`src/rtl/cdc_ctrl_pkg.sv`:
```
// Shared types and constants for the CDC receive frame controller.
package cdc_ctrl_pkg;

  localparam int LEN_W = 8;
  localparam int LANES = 4;

  typedef enum logic [1:0] {
    RESYNC,
    IDLE,
    PAYLOAD
  } cdc_ctrl_state_t;

endpackage

```
`src/rtl/byte_word_packer.sv`:
```
// Packs payload bytes into 32-bit little-endian words and registers
// the word strobe with its keep/sop/eop qualifiers.
module byte_word_packer
  import cdc_ctrl_pkg::*;
(
  input  logic                 clkIn,
  input  logic                 rstNIn,
  input  logic                 flushIn,
  input  logic                 startIn,
  input  logic                 wrEnIn,
  input  logic                 wrLastIn,
  input  logic [LEN_W-1:0]     wrByteIn,
  output logic [8*LANES-1:0]   wordOut,
  output logic [LANES-1:0]     wordKeepOut,
  output logic                 wordValidOut,
  output logic                 wordSopOut,
  output logic                 wordEopOut
);

  logic [1:0]              lane;
  logic [8*(LANES-1)-1:0]  acc;
  logic                    sopPending;
  logic [8*LANES-1:0]      asmWord;
  logic [LANES-1:0]        asmKeep;
  logic                    emit;

  // Merge the incoming byte into the partial word; lanes above the
  // current one stay zero because acc is cleared whenever a word leaves.
  always_comb begin
    asmWord = {8'h00, acc};
    asmWord[{lane, 3'b000} +: 8] = wrByteIn;
    case (lane)
      2'd0:    asmKeep = 4'b0001;
      2'd1:    asmKeep = 4'b0011;
      2'd2:    asmKeep = 4'b0111;
      default: asmKeep = 4'b1111;
    endcase
    emit = wrEnIn && ((lane == 2'd3) || wrLastIn);
  end

  // Lane/accumulator state and registered word outputs.
  always_ff @(posedge clkIn or negedge rstNIn) begin
    if (!rstNIn) begin
      lane         <= '0;
      acc          <= '0;
      sopPending   <= 1'b0;
      wordOut      <= '0;
      wordKeepOut  <= '0;
      wordValidOut <= 1'b0;
      wordSopOut   <= 1'b0;
      wordEopOut   <= 1'b0;
    end else begin
      wordValidOut <= 1'b0;
      wordSopOut   <= 1'b0;
      wordEopOut   <= 1'b0;
      if (flushIn) begin
        lane       <= '0;
        acc        <= '0;
        sopPending <= 1'b0;
      end else if (startIn) begin
        lane       <= '0;
        acc        <= '0;
        sopPending <= 1'b1;
      end else if (wrEnIn) begin
        if (emit) begin
          wordOut      <= asmWord;
          wordKeepOut  <= asmKeep;
          wordValidOut <= 1'b1;
          wordSopOut   <= sopPending;
          wordEopOut   <= wrLastIn;
          sopPending   <= 1'b0;
          acc          <= '0;
          lane         <= wrLastIn ? 2'd0 : lane + 2'd1;
        end else begin
          acc  <= asmWord[8*(LANES-1)-1:0];
          lane <= lane + 2'd1;
        end
      end
    end
  end

endmodule

```
`src/rtl/cdc_rx_frame_ctrl.sv`:
```
// Frame sequencer behind the slow-to-fast CDC: parses length-prefixed
// frames, feeds the word packer, and resyncs the CDC on any error.
module cdc_rx_frame_ctrl
  import cdc_ctrl_pkg::*;
#(
  parameter int RESYNC_CYCLES = 16,
  parameter int MAX_LEN       = 64,
  parameter int ERR_CNT_WIDTH = 16
) (
  input  logic                     clkIn,
  input  logic                     rstNIn,
  input  logic [7:0]               byteIn,
  input  logic                     byteValidIn,
  input  logic                     byteErrIn,
  output logic                     cdcRstOut,
  output logic [31:0]              wordOut,
  output logic [3:0]               wordKeepOut,
  output logic                     wordValidOut,
  output logic                     wordSopOut,
  output logic                     wordEopOut,
  output logic                     frameDropOut,
  output logic [ERR_CNT_WIDTH-1:0] errCntOut
);

  localparam int CNT_W = $clog2(RESYNC_CYCLES + 1);

  cdc_ctrl_state_t  state, stateNext;
  logic [LEN_W-1:0] remaining, remNext;
  logic [CNT_W-1:0] resyncCnt, cntNext;
  logic             abort;
  logic             startFrame;
  logic             wrEn;
  logic             wrLast;

  // Next-state, counter updates and packer controls.
  always_comb begin
    stateNext  = state;
    remNext    = remaining;
    cntNext    = resyncCnt;
    abort      = 1'b0;
    startFrame = 1'b0;
    wrEn       = 1'b0;
    wrLast     = 1'b0;
    case (state)
      RESYNC: begin
        if (resyncCnt <= CNT_W'(1)) begin
          cntNext   = '0;
          stateNext = IDLE;
        end else begin
          cntNext = resyncCnt - CNT_W'(1);
        end
      end
      IDLE: begin
        if (byteErrIn) begin
          abort = 1'b1;
        end else if (byteValidIn) begin
          if (byteIn == '0 || byteIn > LEN_W'(MAX_LEN)) begin
            abort = 1'b1;
          end else begin
            remNext    = byteIn;
            startFrame = 1'b1;
            stateNext  = PAYLOAD;
          end
        end
      end
      PAYLOAD: begin
        if (byteErrIn) begin
          abort = 1'b1;
        end else if (byteValidIn) begin
          wrEn    = 1'b1;
          wrLast  = (remaining == LEN_W'(1));
          remNext = remaining - LEN_W'(1);
          if (wrLast) begin
            stateNext = IDLE;
          end
        end
      end
      default: stateNext = RESYNC;
    endcase
    if (abort) begin
      stateNext = RESYNC;
      cntNext   = CNT_W'(RESYNC_CYCLES);
    end
  end

  // State, counters and registered control outputs.
  always_ff @(posedge clkIn or negedge rstNIn) begin
    if (!rstNIn) begin
      state        <= RESYNC;
      remaining    <= '0;
      resyncCnt    <= CNT_W'(RESYNC_CYCLES);
      cdcRstOut    <= 1'b1;
      frameDropOut <= 1'b0;
      errCntOut    <= '0;
    end else begin
      state        <= stateNext;
      remaining    <= remNext;
      resyncCnt    <= cntNext;
      cdcRstOut    <= (stateNext == RESYNC);
      frameDropOut <= abort;
      if (abort && errCntOut != '1) begin
        errCntOut <= errCntOut + ERR_CNT_WIDTH'(1);
      end
    end
  end

  byte_word_packer uPacker (
    .clkIn        (clkIn),
    .rstNIn       (rstNIn),
    .flushIn      (abort),
    .startIn      (startFrame),
    .wrEnIn       (wrEn),
    .wrLastIn     (wrLast),
    .wrByteIn     (byteIn),
    .wordOut      (wordOut),
    .wordKeepOut  (wordKeepOut),
    .wordValidOut (wordValidOut),
    .wordSopOut   (wordSopOut),
    .wordEopOut   (wordEopOut)
  );

endmodule

```
`config.mk`:
```
export PLATFORM = sky130hd
export DESIGN_NAME = cdc_rx_frame_ctrl
export DESIGN_NICKNAME = d
export VERILOG_FILES = /design/src/rtl/cdc_ctrl_pkg.sv /design/src/rtl/byte_word_packer.sv /design/src/rtl/cdc_rx_frame_ctrl.sv
export SDC_FILE = /design/constraint.sdc
export NUM_CORES = 1
export LEC_CHECK = 0
export ABC_AREA = 1
export BUFFER_PORTS_ARGS = -buffer_cell sky130_fd_sc_hd__buf_2
export CORE_UTILIZATION = 50
export CTS_BUF_LIST = sky130_fd_sc_hd__clkbuf_16
export CTS_CLUSTER_DIAMETER = 200
export DETAILED_ROUTE_END_ITERATION = 7
export PLACE_DENSITY_LB_ADDON = 0.3
export RECOVER_POWER = 25
export SLEW_MARGIN = 20
export SYNTH_ARGS = -nofsm -noshare
export SYNTH_HDL_FRONTEND = slang
export SYNTH_SLANG_ARGS = --single-unit
```
`constraint.sdc`:
```
create_clock -name clkIn -period 1.8 [get_ports clkIn]
set_input_delay 0.18 -clock clkIn [delete_from_list [all_inputs] [get_ports clkIn]]
set_output_delay 0.18 -clock clkIn [all_outputs]
set_load 0.02 [all_outputs]
```
==> impl_metrics.toml <==
[outcome]
status = "finished, final reports clean"

[layout]
area_delta_synth_final_pct = 27.7
n_antenna_cell = 0
drive_gt1_share_pct = 27.6
final_area_mm2 = 0.00713
nNetsFinal = 866

[floorplanning]
initial_core_util_pct = 51.5
dieArea_mm2 = 0.0116
fp.dieW_um = 108
core_area_mm2 = 0.0108
core.rowCount = 38
die_h_um = 108
pin_count = 69

[worst_setup_path]
start_kind = "flop"
critPathMostFrequentCell = "buf_4"
worst_ep_arrival_time_ps = 2040
crit_chain = "inv_4 > buf_4 > ha_1 > nand4_1 > buf_4 > o22ai_1 > nand3_1 > o21ai_0 > inv_1 > nor2_1"
worstPathMaxFanout = 8
max_stage_delay_ps = 420
slowest_stage = "dfrtp_2"
end_kind = "flop"
path_class = "reg2reg"
required_ps = 2090

[sta]
fin_crit_sh_pct = 97.6
fmax_mhz = 569
final_hold_viol_count = 0
worst_pin_slew_ps = 1230
rsz0062_at_grt = "true"
slew_violations = 0
tns_ps = 0
relSlewSlack_pct = 17.9
min_period_ps = 1760
setup_viol = 0
layout_setup_ws_ps = 43.0
skew_ps = 5.24

[cts]
clk_latency_ps = 350
clock_sinks = 99
clk_path_buf_depth = 2
tritoncts = "yes"
h-tree-depth = 3
root_buffer = "clkbuf_16"
cts_buffers = 9
cts.clk_slew.worst_paths_ps = 70

[place]
globalplace.congestion = 0.916
io_buffers = 68
pre_cts_ws_ps = -25.3
place_hpwl_mm = 10.3
placed_area_mm2 = 0.00648

[routing]
highest_layer = "met4"
wl_mm = 15.2
dr_wl_met2_mm = 7.24
drtAntennaViolNets = 0
met3_wirelength_um = 891
drt-met1-wl_mm = 6.71
num_vias = 5375
drc_errors = 0
wl_per_cell_um = 15.4
drt-initial-drc-count = 394
drt_pass1_iterations = 5
via_per_inst = 5.47

[power_and_ir_drop]
pwr_density_cell_mw_per_mm2 = 1200
worst_ir_drop_vdd_v = 0.000601
finalPower_mw = 8.56
leakage_nw = 3.75

[global_routing]
antenna_found_initial = 0
grt_pass1_wl_mm = 23.9
grt_use_total_pct = 26.3
grt_pass1_vias = 5090
grt_overflow = 0
grt_max_degree = 47

[yosys]
synthTopCellsByCount = "nand2_1, inv_1, dfrtp_1"
yosysTopAreaCell = "dfrtp_1"
syn_inst = 717
synth-seq-cells = 99
synth-main-ff-cell = "dfrtp_1"
async_reset_ff_share_pct = 100
synth_area_mm2 = 0.00558
synth_seq_area_share_pct = 44.4
synth_nets = 745
ys_types = 42
yosysMostFrequentCell = "nand2_1"
syn_avg_cell_area_um2 = 7.79
synth_edf_count = 0
post_synth_main_area_contributors = "dfrtp_1, nand2_1, inv_1, nand3_1, nor2_1"
synth_top_area_share_pct = 43.5
synth_warnings = 0

[flow_run]
cap_viol_max_count = 0

[worst_hold_path]
min_path_type = "in2reg"
logic make-up (layout without fill, tap and decap cells):
kind of cell	count (synthesis)	count (layout)	synth area share, %
AND/OR/NAND/NOR	361	362	30.2
AO/OA/AOI/OAI	83	83	8.47
buffers and inverters	143	268	11.0
adder cells (fa/ha/maj)	16	16	3.58
XOR/XNOR	15	15	2.35
flip-flops	99	99	44.4
path summary, 6_finish.rpt:
path	slack [ps]	cells past startpoint	to	startpoint
max	40	10	uPacker.acc[18]	uPacker.lane[0]
min	170	3	remaining[3]	byteIn[3]
max reg2reg	40	10	uPacker.acc[18]	uPacker.lane[0]
min reg2reg	460	2	uPacker.wordKeepOut[0]	uPacker.wordKeepOut[0]
max in group asynchronous	210	3	state[0]	rstNIn
min in group asynchronous	610	2	uPacker.wordOut[4]	rstNIn
critical path: cells and delay by family, from the launching register on:
| family | cells | cell delay (ps) |
|---|---|---|
| simple gates | 3 | 290 |
| compound gates | 2 | 320 |
| flops | 1 | 420 |
| buf+inv | 4 | 490 |
| fa+ha+maj | 1 | 180 |
sequential cells by signal, indices dropped and copies added, names as in the netlist:
name	cells
uPacker.wordOut	32
uPacker.acc	24
errCntOut	16
remaining	8
resyncCnt	5
uPacker.wordKeepOut	4
state	2
uPacker.lane	2
cdcRstOut	1
frameDropOut	1
uPacker.sopPending	1
uPacker.wordEopOut	1
uPacker.wordSopOut	1
uPacker.wordValidOut	1
stage by stage:
stage          hold slack [ps]  cells  util (%)
6_report                   174    983      65.8
5_1_grt                    203    983      65.8
3_3_place_gp              90.1    956      59.8
3_5_place_dp              88.4    956      59.8
4_1_cts                    179    973      62.7
2_1_floorplan             -116    717         -
timing repair:
item / 4_1_cts / 5_1_grt
endpoints found under the hold margin: 18 / 0
resized for setup: 5 / 54
pin swaps: 0 / 8
endpoints found under the setup margin: 42 / 87
hold buffers: 1 / 0
gates cloned: 0 / 5
setup buffers: 0 / 5
layout by cell type, fill, tap and decap left out, types with 17 or more instances in the layout:
| master | instances |
|---|---|
| buf_2 | 67 |
| buf_4 | 57 |
| dfrtp_1 | 93 |
| inv_1 | 96 |
| nand2_1 | 160 |
| nand2_2 | 17 |
| nand3_1 | 58 |
| nand4_1 | 32 |
| nor2_1 | 56 |
| o21ai_0 | 37 |
metal layers:
metal,vias to the layer above,GRT usage [%]
met4,0,10.5
met5,-,0
met3,32,3.39
met2,207,41.6
met1,2584,36.6
li1,2552,-
power by group:
group | total, mW | switching [mW] | leakage (nW) | internal (mW)
clock | 1.94 | 0.865 | 0.141 | 1.07
sequential | 2.86 | 0.241 | 1.31 | 2.62
combinational | 3.76 | 2.23 | 2.30 | 1.53
area by class of cell:
type	instances	area (um2)
sequential	99	2480
inverter	111	432
timing repair buffer	141	1040
clock buffer	9	225
tap	140	175
clock inverter	7	67.6
multi-input combinational	476	2710
fill	893	3710
Note: power is estimated with default switching activity, not from simulation.
